==> config.mk <==
export PLATFORM = sky130hd
export DESIGN_NAME = monitor_ctrl
export DESIGN_NICKNAME = d
export VERILOG_FILES = /design/src/rtl/monitor_ctrl.sv
export SDC_FILE = /design/constraint.sdc
export NUM_CORES = 1
export LEC_CHECK = 0
export ABC_AREA = 0
export BUFFER_PORTS_ARGS = -buffer_cell sky130_fd_sc_hd__buf_2
export CAP_MARGIN = 10
export CORE_AREA = 2 2 115 117
export CTS_CLUSTER_SIZE = 24
export DETAILED_ROUTE_END_ITERATION = 16
export DIE_AREA = 0 0 117 119
export PLACE_DENSITY = 0.91
export RECOVER_POWER = 50
export SYNTH_ARGS = -nofsm -noshare
export SYNTH_HDL_FRONTEND = slang
export SYNTH_SLANG_ARGS = --single-unit
==> constraint.sdc <==
create_clock -name i_clk -period 15.4 [get_ports i_clk]
set_input_delay 0.77 -clock i_clk [delete_from_list [all_inputs] [get_ports i_clk]]
set_output_delay 0.77 -clock i_clk [all_outputs]
set_load 0.01 [all_outputs]
==> src/rtl/monitor_ctrl.sv <==
// Monitor control/UART register window: STATUS/RXDATA/TXDATA/RXCOUNT/CONTROL, RX FIFO, TX holding
// byte, break/step control and monitor IRQ. Optional loopback via MONITOR_CTRL_LOOPBACK_EN.
module monitor_ctrl #(
    parameter int unsigned RX_DEPTH_LOG2 = 4
) (
    input  logic       i_clk,
    input  logic       i_reset,
    input  logic [3:0] i_cpu_address,
    input  logic [7:0] i_cpu_di,
    input  logic       i_ctrl_write,
    input  logic       i_ctrl_read,
    output logic [7:0] o_ctrl,
    input  logic [7:0] i_rx_data,
    input  logic       i_rx_strobe,
    output logic [7:0] o_tx_data,
    output logic       o_tx_valid,
    input  logic       i_tx_ready,
    output logic       o_monitor_irq,
    output logic       o_break_req,
    output logic       o_cpu_step
);

    localparam int unsigned RX_DEPTH = 1 << RX_DEPTH_LOG2;
    localparam logic [RX_DEPTH_LOG2:0]   RX_FULL = {1'b1, {RX_DEPTH_LOG2{1'b0}}};
    localparam logic [RX_DEPTH_LOG2:0]   CNT_ONE = {{RX_DEPTH_LOG2{1'b0}}, 1'b1};
    localparam logic [RX_DEPTH_LOG2-1:0] PTR_ONE = {{(RX_DEPTH_LOG2-1){1'b0}}, 1'b1};

    localparam logic [3:0] ADDR_STATUS  = 4'd0;
    localparam logic [3:0] ADDR_RXDATA  = 4'd1;
    localparam logic [3:0] ADDR_TXDATA  = 4'd2;
    localparam logic [3:0] ADDR_RXCOUNT = 4'd3;
    localparam logic [3:0] ADDR_CONTROL = 4'd4;

    logic [7:0]               r_ctrl;
    logic                     r_prev_read;
    logic [3:0]               r_prev_addr;
    logic [7:0]               r_tx_data;
    logic                     r_tx_valid;
    logic                     r_tx_overrun;
    logic                     r_rx_overflow;
    logic                     r_rx_irq_en;
    logic                     r_break_req;
    logic                     r_cpu_step;
    logic                     r_monitor_irq;
    logic [7:0]               r_rx_mem [RX_DEPTH];
    logic [RX_DEPTH_LOG2-1:0] r_rx_wr_ptr;
    logic [RX_DEPTH_LOG2-1:0] r_rx_rd_ptr;
    logic [RX_DEPTH_LOG2:0]   r_rx_count;

    logic       w_rd_fire;
    logic       w_status_wr;
    logic       w_tx_wr;
    logic       w_control_wr;
    logic       w_tx_load_req;
    logic       w_tx_load;
    logic       w_tx_drop;
    logic       w_push_req;
    logic [7:0] w_push_data;
    logic       w_push;
    logic       w_pop;
    logic       w_overflow_set;
    logic       w_rx_nonempty;
    logic       w_rx_full;
    logic [7:0] w_rx_head;
    logic       w_ctrl_b3;
    logic [7:0] w_rd_data;

    // A read held over several cycles at one address is a single access.
    assign w_rd_fire = i_ctrl_read & ~(r_prev_read & (r_prev_addr == i_cpu_address));

    assign w_status_wr  = i_ctrl_write & (i_cpu_address == ADDR_STATUS);
    assign w_tx_wr      = i_ctrl_write & (i_cpu_address == ADDR_TXDATA);
    assign w_control_wr = i_ctrl_write & (i_cpu_address == ADDR_CONTROL);

    assign w_rx_nonempty = (r_rx_count != '0);
    assign w_rx_full     = (r_rx_count == RX_FULL);
    assign w_rx_head     = r_rx_mem[r_rx_rd_ptr];

`ifdef MONITOR_CTRL_LOOPBACK_EN
    logic r_loopback;

    always_ff @(posedge i_clk or posedge i_reset) begin
        if (i_reset) begin
            r_loopback <= 1'b0;
        end else if (w_control_wr) begin
            r_loopback <= i_cpu_di[3];
        end
    end

    // In loopback, TXDATA writes feed the RX FIFO and the UART receiver is ignored.
    assign w_push_req    = r_loopback ? w_tx_wr : i_rx_strobe;
    assign w_push_data   = r_loopback ? i_cpu_di : i_rx_data;
    assign w_tx_load_req = w_tx_wr & ~r_loopback;
    assign w_ctrl_b3     = r_loopback;
`else
    assign w_push_req    = i_rx_strobe;
    assign w_push_data   = i_rx_data;
    assign w_tx_load_req = w_tx_wr;
    assign w_ctrl_b3     = 1'b0;
`endif

    assign w_tx_load = w_tx_load_req & (~r_tx_valid | i_tx_ready);
    assign w_tx_drop = w_tx_load_req & r_tx_valid & ~i_tx_ready;

    // A pop frees a slot in the same cycle, so push+pop on a full FIFO is not an overflow.
    assign w_pop          = w_rd_fire & (i_cpu_address == ADDR_RXDATA) & w_rx_nonempty;
    assign w_push         = w_push_req & (~w_rx_full | w_pop);
    assign w_overflow_set = w_push_req & w_rx_full & ~w_pop;

    always_comb begin
        w_rd_data = 8'h00;
        case (i_cpu_address)
            ADDR_STATUS: begin
                w_rd_data = {3'b000, r_monitor_irq, r_tx_overrun, r_rx_overflow,
                             ~r_tx_valid, w_rx_nonempty};
            end
            ADDR_RXDATA: begin
                w_rd_data = w_rx_nonempty ? w_rx_head : 8'h00;
            end
            ADDR_RXCOUNT: begin
                w_rd_data = {{(7 - RX_DEPTH_LOG2){1'b0}}, r_rx_count};
            end
            ADDR_CONTROL: begin
                w_rd_data = {4'b0000, w_ctrl_b3, 1'b0, r_break_req, r_rx_irq_en};
            end
            default: begin
                w_rd_data = 8'h00;
            end
        endcase
    end

    always_ff @(posedge i_clk or posedge i_reset) begin
        if (i_reset) begin
            r_ctrl      <= 8'h00;
            r_prev_read <= 1'b0;
            r_prev_addr <= 4'h0;
        end else begin
            r_prev_read <= i_ctrl_read;
            r_prev_addr <= i_cpu_address;
            if (w_rd_fire) begin
                r_ctrl <= w_rd_data;
            end
        end
    end

    always_ff @(posedge i_clk or posedge i_reset) begin
        if (i_reset) begin
            r_tx_data    <= 8'h00;
            r_tx_valid   <= 1'b0;
            r_tx_overrun <= 1'b0;
        end else begin
            if (w_tx_load) begin
                r_tx_data  <= i_cpu_di;
                r_tx_valid <= 1'b1;
            end else if (r_tx_valid & i_tx_ready) begin
                r_tx_valid <= 1'b0;
            end
            // Set wins over a simultaneous write-1-clear.
            r_tx_overrun <= w_tx_drop | (r_tx_overrun & ~(w_status_wr & i_cpu_di[3]));
        end
    end

    always_ff @(posedge i_clk or posedge i_reset) begin
        if (i_reset) begin
            r_rx_irq_en <= 1'b0;
            r_break_req <= 1'b0;
            r_cpu_step  <= 1'b0;
        end else begin
            if (w_control_wr) begin
                r_rx_irq_en <= i_cpu_di[0];
                r_break_req <= i_cpu_di[1];
            end
            r_cpu_step <= w_control_wr & i_cpu_di[2];
        end
    end

    always_ff @(posedge i_clk or posedge i_reset) begin
        if (i_reset) begin
            r_rx_overflow <= 1'b0;
            r_monitor_irq <= 1'b0;
        end else begin
            r_rx_overflow <= w_overflow_set | (r_rx_overflow & ~(w_status_wr & i_cpu_di[2]));
            r_monitor_irq <= (r_rx_irq_en & w_rx_nonempty) | r_rx_overflow;
        end
    end

    always_ff @(posedge i_clk or posedge i_reset) begin
        if (i_reset) begin
            for (int i = 0; i < int'(RX_DEPTH); i++) begin
                r_rx_mem[i] <= 8'h00;
            end
        end else if (w_push) begin
            r_rx_mem[r_rx_wr_ptr] <= w_push_data;
        end
    end

    always_ff @(posedge i_clk or posedge i_reset) begin
        if (i_reset) begin
            r_rx_wr_ptr <= '0;
            r_rx_rd_ptr <= '0;
            r_rx_count  <= '0;
        end else begin
            if (w_push) begin
                r_rx_wr_ptr <= r_rx_wr_ptr + PTR_ONE;
            end
            if (w_pop) begin
                r_rx_rd_ptr <= r_rx_rd_ptr + PTR_ONE;
            end
            case ({w_push, w_pop})
                2'b10:   r_rx_count <= r_rx_count + CNT_ONE;
                2'b01:   r_rx_count <= r_rx_count - CNT_ONE;
                default: r_rx_count <= r_rx_count;
            endcase
        end
    end

    assign o_ctrl        = r_ctrl;
    assign o_tx_data     = r_tx_data;
    assign o_tx_valid    = r_tx_valid;
    assign o_monitor_irq = r_monitor_irq;
    assign o_break_req   = r_break_req;
    assign o_cpu_step    = r_cpu_step;

endmodule

==> results_dict.tcl, run 1 <==
set metrics [dict create \
    dpl.hpwl_mm 11.04 \
    post_cts_buffers 0 \
    muxShareOfSynthArea 0.3000 \
    register_area_mm2 0.004229 \
    grt_util_all_layers 0.2701 \
    synth-seq-cells 169 \
    dieArea_mm2 0.01392 \
    synthXorXnorAreaFrac 0.01531 \
    gp_congestion 0.8454 \
    clk-insertion-delay-late_ns 0.43 \
    start_kind "input port" \
    leakage_nw 3.794 \
    arrival_ns 6.24 \
    avgSynthCellArea_um2 14.97 \
    syn-instance-count 535 \
    area_delta_synth_final_pct 10.67 \
    critical_path_class "in2async" \
    port_buffers 45 \
    synth-simple-area-share 0.07264 \
    path_clk_slew_ns 0.06 \
    synth_top_family_by_area "multiplexers" \
    htreeDepth 4 \
    synth_edf_count 0 \
    tns_ns 0 \
    syn_area_mm2 0.008009 \
    synth_compound_area_frac 0.04187 \
    reg2reg_slack_ns 11.44 \
    timing.slew.headroom -2.103 \
    die_h_um 119 \
    antenna_found_initial 0 \
    rsz0062_at_grt "no" \
    rr_startpoint "r_rx_count[0]" \
    violations "capacitance limit, slew limit" \
    fmax_mhz 146.9 \
    placed_area_mm2 0.008342 \
    grt_pass1_wl_mm 27.38 \
    fin_area_mm2 0.008864 \
    row_count 42 \
    hp-class "in2reg" \
    vias 4810 \
    holdWs_ns 0.4908 \
    rr_worst_depth 11 \
    antenna_cells 0 \
    num_io_pins 46 \
    startpoint "i_reset" \
    yosys_most_used_dff "dfrtp_1" \
    drive_gt1_frac 0.4107 \
    yosysUniqueCellTypes 48 \
    n_fill_cell 824 \
    synthArstFlopShare 1.000 \
    yosysTopAreaCell "dfrtp_1" \
    fin_worst_skew_ns 0.007879 \
    cts_resized 0 \
    nets 606 \
    cts.sinks 169 \
    gr-total-overflow 0 \
    worstMarginPinSlew_ns 4.654 \
    min_period_over_period 0.4420 \
    max_cap_viol_count 3 \
    ys_top_cells_by_area "dfrtp_1 (53%), mux2_2 (19%), mux4_2 (9.8%)" \
    ant_nets 0 \
    critPathCapture "r_rx_mem[87]" \
    endpoint_kind "asynchronous set/reset pin" \
    wl_mm 17.56 \
    vias_per_cell 6.346 \
    cp.required_ns 14.84 \
    syn_nets 571 \
    cts_inserted_buffers 17 \
    tritoncts "built" \
    root_buffer "clkbuf_16" \
    drtPass1Iterations 5 \
    first_iter_violations 368 \
    ys_seq_area_frac 0.5280 \
    multi_input_area_mm2 0.003560 \
    power.total_mw 1.754 \
    yosys.area_share.adder 0.01656 \
    grt_pass1_vias 5168 \
    synth_top_area_frac 0.5280 \
    final.min_clock_period_ns 6.806 \
    reg2reg_to "r_rx_count[4]" \
    grt_max_degree 90 \
    drv_slew 173 \
    core_area_mm2 0.01287 \
    hold_viol 0 \
    start_util 0.6221 \
    ctsLongestPathBuffers 2 \
    post_drt_wl_per_cell_um 23.17 \
    dieWidth_um 117 \
    path_max_fanout 89 \
    cts_hold_buf 0 \
    synth_warnings 0 \
    outcome "finished, violations left" \
    drc 0 \
    setup_viol 0 \
    ir_worst_vdd_mv 0.09525 \
    powerDensity_mw_per_mm2 197.9 \
]
## registers in the layout (all words and copies together) (netlist names), 4 cells and up
name         count
r_rx_count       5
o_ctrl           8
r_rx_rd_ptr      4
r_rx_mem       128
r_prev_addr      4
r_rx_wr_ptr      4
o_tx_data        8
## Yosys cell counts, drive strengths merged, types with 5 or more instances
| master | n |
|---|---|
| ha | 9 |
| mux4 | 35 |
| xnor2 | 8 |
| buf | 19 |
| a22o | 7 |
| dfrtp | 169 |
| nand2b | 6 |
| mux2 | 138 |
| inv | 13 |
| nor2 | 6 |
| clkbuf | 14 |
| nand2 | 15 |
| a21oi | 5 |
| mux2i | 6 |
| xor2 | 6 |
| a211oi | 5 |
| nor2b | 7 |
| o21ai | 14 |
| nand4 | 6 |
| nand3 | 14 |
## stage by stage
| step | util | cells | setup WS (ns) |
|---|---|---|---|
| 2_1_floorplan | - | 535 | 10.05 |
| 3_3_place_gp | 0.6479 | 727 | 11.51 |
| 4_1_cts | 0.6933 | 758 | 11.67 |
| 6_report | 0.6884 | 758 | 8.594 |
| 5_1_grt | 0.6884 | 758 | 7.179 |
| 3_5_place_dp | 0.6479 | 727 | 11.18 |
## critical path, stage by stage
cell        delay, ns
buf_2            0.10
clkinvlp_2       1.89
clkbuf_1         3.38
## logic make-up after synthesis
kind of cell    after synthesis
simple gates                 69
mux                         179
flops                       169
buf+inv                      46
compound gates               48
xor+xnor                     14
fa+ha+maj                    10
## how the worst min path moves through the flow
stage                  startpoint              to  cells after the start
floorplan           r_rx_overflow   o_monitor_irq                      1
global placement     o_tx_data[3]    o_tx_data[3]                      2
detailed placement   o_tx_data[3]    o_tx_data[3]                      2
CTS                       i_reset  r_rx_wr_ptr[3]                      2
global route          i_ctrl_read     r_prev_read                      1
finish                i_ctrl_read     r_prev_read                      1
## layout make-up
cell class,count,share of cell area
sequential,169,0.4771
multi-input combinational,320,0.4016
clock buffer,19,0.04997
timing repair buffer,49,0.02484
tap,176,0.02484
clock inverter,12,0.01595
inverter,13,0.005647
## per-layer routing
| layer | vias up | global-route usage | part of all wire |
|---|---|---|---|
| met4 | 0 | 0.1360 | 0.042 |
| met5 | - | 0 | 0 |
| met2 | 170 | 0.4552 | 0.53 |
| met1 | 2524 | 0.3276 | 0.38 |
| li1 | 2056 | - | - |
| met3 | 60 | 0.05547 | 0.048 |
## layout by cell type, fill, tap and decap left out, drive strengths merged, types with 4 or more instances in the layout
master	instances
nand4	6
nor2	6
mux2i	6
inv	16
clkinv	5
xor2	6
a211oi	5
mux4	35
ha	9
a21oi	5
a22o	7
mux2	138
a22oi	4
clkbuf	45
o21ai	14
dfrtp	169
nand2b	6
buf	23
o211ai	4
xnor2	8
nor2b	7
nand3	14
nand2	15
## report_power, final
| group | switching, mW | internal [mW] | leakage, nW |
|---|---|---|---|
| clock | 0.178 | 0.245 | 0.286 |
| combinational | 0.250 | 0.320 | 1.41 |
| sequential | 0.128 | 0.633 | 2.10 |
No activity file was read; power rests on OpenSTA's default activity.
==> run 2, diff against run 1 <==
--- a/config.mk
+++ b/config.mk
@@ -5,14 +5,14 @@
 export SDC_FILE = /design/constraint.sdc
 export NUM_CORES = 1
 export LEC_CHECK = 0
-export ABC_AREA = 0
+export ABC_AREA = 1
 export BUFFER_PORTS_ARGS = -buffer_cell sky130_fd_sc_hd__buf_2
 export CAP_MARGIN = 10
-export CORE_AREA = 2 2 115 117
+export CORE_AREA = 2 2 118 120
 export CTS_CLUSTER_SIZE = 24
 export DETAILED_ROUTE_END_ITERATION = 16
-export DIE_AREA = 0 0 117 119
-export PLACE_DENSITY = 0.91
+export DIE_AREA = 0 0 120 122
+export PLACE_DENSITY = 0.87
 export RECOVER_POWER = 50
 export SYNTH_ARGS = -nofsm -noshare
 export SYNTH_HDL_FRONTEND = slang
==> constraint.sdc (replaced) <==
create_clock -name i_clk -period 7 [get_ports i_clk]
set_input_delay 0.35 -clock i_clk [delete_from_list [all_inputs] [get_ports i_clk]]
set_output_delay 0.35 -clock i_clk [all_outputs]
set_load 0.01 [all_outputs]
==> results_dict.tcl, run 2 <==
set metrics [dict create \
    root_buffer "clkbuf_16" \
    violations "capacitance limit, slew limit" \
    crit_slowest_cell "clkinvlp_2" \
    worstMarginPinSlew_ns 3.479 \
    area_delta_synth_final_pct 9.772 \
    post_drt_wl_per_cell_um 16.75 \
    ys_top_cells_by_area "dfrtp_1 (53%), o21ai_0 (12%), nand2_1 (11%)" \
    synth_edf_count 0 \
    hold-path-endpoint "r_prev_read" \
    dieWidth_um 120 \
    final_cell_count_no_fill 1144 \
    dieArea_mm2 0.01464 \
    drv_slew 172 \
    die_h_um 122 \
    start_kind "input port" \
    rr_startpoint "r_rx_count[0]" \
    final_common_cell "nand2_1" \
    final_cell_mix "nand2_1 (236), o21ai_0 (183), dfrtp_1 (168)" \
    cp_top_family "buffers and inverters" \
    largest_register_ffs 128 \
    antenna_found_initial 0 \
    htreeDepth 4 \
    largest_register "r_rx_mem" \
    post_cts_buffers 0 \
    arrival_ns 4.26 \
    reg2reg_to "r_rx_count[4]" \
    path_clk_slew_ns 0.06 \
    core_area_mm2 0.01350 \
    antenna_cells 0 \
    n_fill_cell 1086 \
    reg2reg_slack_ns 3.30 \
    register_area_mm2 0.004230 \
    first_iter_violations 780 \
    vias_per_cell 5.813 \
    holdWs_ns 0.07407 \
    fin_util 0.6474 \
    start_util 0.5897 \
    syn_area_mm2 0.007964 \
    drtPass1Iterations 6 \
    setup_viol 0 \
    crit_path_max_incr_delay_ns 1.95 \
    hp-class "in2reg" \
    row_count 43 \
    ys_top_cells_by_count "nand2_1 (234), o21ai_0 (183), dfrtp_1 (169)" \
    cp_num_buf_inv 3 \
    rr_worst_depth 18 \
    timing.slew.headroom -1.332 \
    cts_inserted_buffers 17 \
    cp_cell_sequence "buf_2 > clkinvlp_2 > clkbuf_2" \
    outcome "finished, violations left" \
    synth_top_area_frac 0.5310 \
    cp.required_ns 7.11 \
    hp-start "i_ctrl_read" \
    setup_ws_ns 2.857 \
    drc 0 \
    ir_worst_vdd_mv 0.2199 \
    endpoint_kind "asynchronous set/reset pin" \
    synth_most_common_cell "nand2_1" \
    grt_pass1_wl_mm 31.46 \
    num_io_pins 46 \
    ant_nets 0 \
    leakage_nw 4.115 \
    synth-seq-cells 169 \
    nets 987 \
    clk-insertion-delay-late_ns 0.43 \
    grt_max_degree 90 \
    synthArstFlopShare 1.000 \
    pre_cts_ws_ns 3.960 \
    tritoncts "built" \
    rsz0062_at_grt "no" \
    yosys_most_used_dff "dfrtp_1" \
    dpl.hpwl_mm 11.81 \
    cts.sinks 169 \
    yosysUniqueCellTypes 32 \
    critical_path_class "in2async" \
    path_max_fanout 89 \
    final.min_clock_period_ns 4.143 \
    vias 6650 \
    gp_congestion 0.8884 \
    fmax_mhz 241.4 \
    cts_hold_buf 0 \
    ctsLongestPathBuffers 2 \
    syn_nets 971 \
    cts_resized 0 \
    max_cap_viol_count 2 \
    min_period_over_period 0.5919 \
    ys_seq_area_frac 0.5310 \
    syn-instance-count 935 \
    multi_input_area_mm2 0.003207 \
    powerDensity_mw_per_mm2 455.6 \
    avgSynthCellArea_um2 8.518 \
    hold_depth 1 \
    yosysTopAreaCell "dfrtp_1" \
    fin_worst_skew_ns 0.006626 \
    grt_pass1_vias 6319 \
    drive_gt1_frac 0.07261 \
    tns_ns 0 \
    wl_mm 19.16 \
    place_inst 1112 \
    port_buffers 45 \
    synth_warnings 0 \
    grt_util_all_layers 0.2797 \
    hold_viol 0 \
    gr-total-overflow 0 \
]
[run 2: worst max-delay path by stage]
| stage | start | to | slack [ns] | cells after the start |
|---|---|---|---|---|
| after floorplan | i_reset | o_break_req | 2.07 | 1 |
| after global placement | i_cpu_address[2] | r_rx_count[4] | 4.07 | 18 |
| after detailed placement | i_cpu_address[2] | r_rx_count[4] | 3.96 | 18 |
| after CTS | r_rx_count[0] | r_rx_count[4] | 4.05 | 18 |
| after global routing | i_reset | r_rx_mem[17] | 2.00 | 3 |
| final | i_reset | r_rx_mem[17] | 2.86 | 3 |
[run 2: per-layer routing]
| metal | track usage | vias up | wire, µm |
|---|---|---|---|
| li1 | - | 3116 | - |
| met2 | 0.4556 | 328 | 8993 |
| met1 | 0.3637 | 3151 | 7897 |
| met4 | 0.1287 | 0 | 608 |
| met5 | 0 | - | 0 |
| met3 | 0.05665 | 55 | 1659 |
[run 2: logic make-up (layout without fill, tap and decap cells)]
group,after synthesis,after routing,synth area share
xor gates and xnor gates,9,9,0.009898
adders and majority gates,10,10,0.01665
and+or+nand+nor,397,397,0.2138
AOI/OAI and AO/OA,238,238,0.1598
DFF,169,169,0.5310
muxes,4,4,0.005656
buffers and inverters,108,137,0.06316
[run 2: where the power goes]
part	leakage [nW]	internal [mW]	switching (mW)
Sequential	2.15	1.37	0.256
Clock	0.315	0.638	0.386
Combinational	1.65	0.461	0.869
[run 2: layout make-up]
| class | count | area share |
|---|---|---|
| sequential | 169 | 0.4839 |
| clock buffer | 23 | 0.05582 |
| tap | 180 | 0.02576 |
| inverter | 56 | 0.02419 |
| multi-input combinational | 658 | 0.3668 |
| clock inverter | 9 | 0.01818 |
| timing repair buffer | 49 | 0.02533 |
[run 2: through the flow]
step	area, µm²	power [mW]
2_1_floorplan	7964	2.574
3_5_place_dp	8158	2.934
5_1_grt	8742	4.250
3_3_place_gp	8158	2.871
6_report	8742	3.983
4_1_cts	8805	3.973
[run 2: worst register-to-register path, cell delays in order, from the launching register on]
cell	delay [ns]
dfrtp_1	0.42
nor2_1	0.15
nand4_1	0.17
nand2_1	0.12
inv_1	0.08
nand3_1	0.18
nand2_1	0.61
nand2_1	0.46
ha_1	0.29
inv_1	0.11
fa_1	0.37
inv_1	0.09
a21oi_1	0.07
nor2_1	0.08
nor2_1	0.05
nand2_1	0.05
nand2_1	0.04
nor2_1	0.11
xor2_1	0.15
==> run 3, diff against run 2 <==
==> constraint.sdc (replaced) <==
create_clock -name i_clk -period 3.9 [get_ports i_clk]
set_input_delay 0.195 -clock i_clk [delete_from_list [all_inputs] [get_ports i_clk]]
set_output_delay 0.195 -clock i_clk [all_outputs]
set_load 0.01 [all_outputs]
==> results_dict.tcl, run 3 (same netlist as run 2, synthesis figures left out) <==
set metrics [dict create \
    outcome "completed" \
    multi_input_area_mm2 0.003229 \
    tritoncts "built" \
    cts_resized 0 \
    start_util 0.5897 \
    die_h_um 122 \
    drive_gt1_frac 0.07992 \
    antenna_cells 0 \
    pwr-share-comb 0.347 \
    hp-class "in2reg" \
    critical_path_class "in2reg" \
    fin_area_mm2 0.008891 \
    powerDensity_mw_per_mm2 813.3 \
    timing.slew.headroom 0.09815 \
    arrival_ns 3.46 \
    hp-start "i_cpu_di[3]" \
    cts.sinks 169 \
    max_cap_viol_count 0 \
    place_inst 1114 \
    dieWidth_um 120 \
    largest_register "r_rx_mem" \
    row_count 43 \
    wl_mm 19.88 \
    drv_slew 0 \
    grt_pass1_wl_mm 32.52 \
    reg2reg_slack_ns 0.90 \
    p_int_mw 4.427 \
    setup_viol 0 \
    dieArea_mm2 0.01464 \
    reg2reg_to "r_rx_count[4]" \
    drt-met1-wl_mm 8.020 \
    antenna_found_initial 0 \
    crit_top_cell "nor2_1" \
    p_sw_frac 0.3878 \
    register_area_mm2 0.004230 \
    gp_congestion 0.8582 \
    tns_ns 0 \
    grt_pass1_vias 6524 \
    final_cell_count_no_fill 1156 \
    hold_depth 3 \
    vias 6717 \
    ir_worst_vdd_mv 0.4083 \
    nets 999 \
    leakage_nw 4.171 \
    path_max_fanout 18 \
    ctsLongestPathBuffers 2 \
    num_io_pins 46 \
    crit_path_max_incr_delay_ns 0.53 \
    startpoint "i_cpu_address[2]" \
    wl_met3_mm 1.669 \
    clock_power_share 0.254 \
    worstMarginPinSlew_ns 1.345 \
    highest_layer "met4" \
    n_fill_cell 1079 \
    port_buffers 45 \
    switching_power_mw 2.804 \
    ant_nets 0 \
    hold-path-endpoint "o_tx_data[3]" \
    grt_max_degree 142 \
    post_cts_buffers 0 \
    post_drt_wl_per_cell_um 17.19 \
    final_common_cell "nand2_1" \
    drtPass1Iterations 5 \
    path_clk_slew_ns 0.07 \
    fmax_mhz 318.3 \
    placed_area_mm2 0.008184 \
    cp_cell_sequence "dlygate4sd3_1 > clkbuf_1 > nor2_1 > inv_1 > nor3_2 > nand2_1 > inv_2 > nand3_4 > nand2_4 > nand2_2 > ha_1 > ha_1 > a21oi_1 > nor2_1 > nor2_1 > nand2_1 > nand2_1 > nor2_1 > xor2_1" \
    seqPwrFrac 0.398 \
    power.total_mw 7.231 \
    endpoint_kind "register" \
    gr-total-overflow 0 \
    final_cell_mix "nand2_1 (234), o21ai_0 (183), dfrtp_1 (168)" \
    area_delta_synth_final_pct 11.64 \
    clk-insertion-delay-late_ns 0.43 \
    cp.required_ns 4.22 \
    dpl.hpwl_mm 11.61 \
    rsz0062_at_grt "no" \
    final.min_clock_period_ns 3.141 \
    hold_viol 0 \
    core_area_mm2 0.01350 \
    rr_worst_depth 18 \
    first_iter_violations 805 \
    cts_inserted_buffers 17 \
    fin_worst_skew_ns 0.005066 \
    largest_register_ffs 128 \
    root_buffer "clkbuf_16" \
    crit_slowest_cell "dlygate4sd3_1" \
    routed-wl-met2_mm 9.703 \
    start_kind "input port" \
    grt_util_all_layers 0.2864 \
    drc 0 \
    htreeDepth 4 \
    vias_per_cell 5.811 \
    min_period_over_period 0.8055 \
    rr_startpoint "r_rx_count[0]" \
]
[run 3: changes by cell type in the layout (fill, tap and decap cells not counted), sizes merged]
cell         previous run  this run
clkbuf                 49        44
clkinv                  5         9
dlygate4sd3             0        10
buf                    23        26
[run 3: stage by stage]
step           setup slack (ns)    util  hold slack [ns]
6_report                 0.7587  0.6584          0.03295
5_1_grt                  0.4896  0.6584          0.05309
4_1_cts                  0.8787  0.6611          0.02070
3_5_place_dp             0.9299  0.6060           0.3108
3_3_place_gp              1.073  0.6060           0.3130
2_1_floorplan             1.302       -           0.2264
[run 3: layout make-up]
class | count | share of cell area
clock buffers | 19 | 0.05094
inverters | 56 | 0.02378
multi-input cells | 658 | 0.3632
flip-flops and latches | 169 | 0.4758
repair buffers | 61 | 0.03954
clock inverters | 13 | 0.02139
well taps | 180 | 0.02533
[run 3: worst max-delay path by stage]
stage | slack (ns) | end
2_1_floorplan | 1.30 | r_rx_count[4]
3_3_place_gp | 1.07 | r_rx_count[4]
3_5_place_dp | 0.93 | r_rx_count[4]
4_1_cts | 0.88 | r_rx_count[4]
5_1_grt | 0.49 | r_rx_count[4]
6_report | 0.76 | r_rx_count[4]
[run 3: worst max-delay path, delay by kind of cell]
| kind | cells | cell delay (ns) |
|---|---|---|
| and+or+nand+nor | 11 | 1.39 |
| buffers and inverters | 4 | 0.90 |
| adders and majority gates | 2 | 0.64 |
| AOI/OAI and AO/OA | 1 | 0.17 |
| xor gates and xnor gates | 1 | 0.14 |
[run 3: per-layer routing]
metal  up-vias  global-route usage
li1       3133                   -
met1      3220              0.3670
met2       315              0.4716
met3        49             0.06648
met4         0              0.1191
met5         -                   0
[run 3: what timing repair did]
action | CTS | global route
endpoints found under the hold margin | 37 | 0
hold buffers | 10 | 0
endpoints found under the setup margin | 0 | 0
[run 3: power by group through the flow]
stage / Clock, mW / Sequential (mW) / Combinational, mW
5_1_grt: 1.92 / 2.95 / 2.83
4_1_cts: 1.84 / 2.86 / 2.49
3_5_place_dp: 0 / 2.87 / 2.43
6_report: 1.84 / 2.88 / 2.51
3_3_place_gp: 0 / 2.85 / 2.34
2_1_floorplan: 0 / 2.79 / 1.83
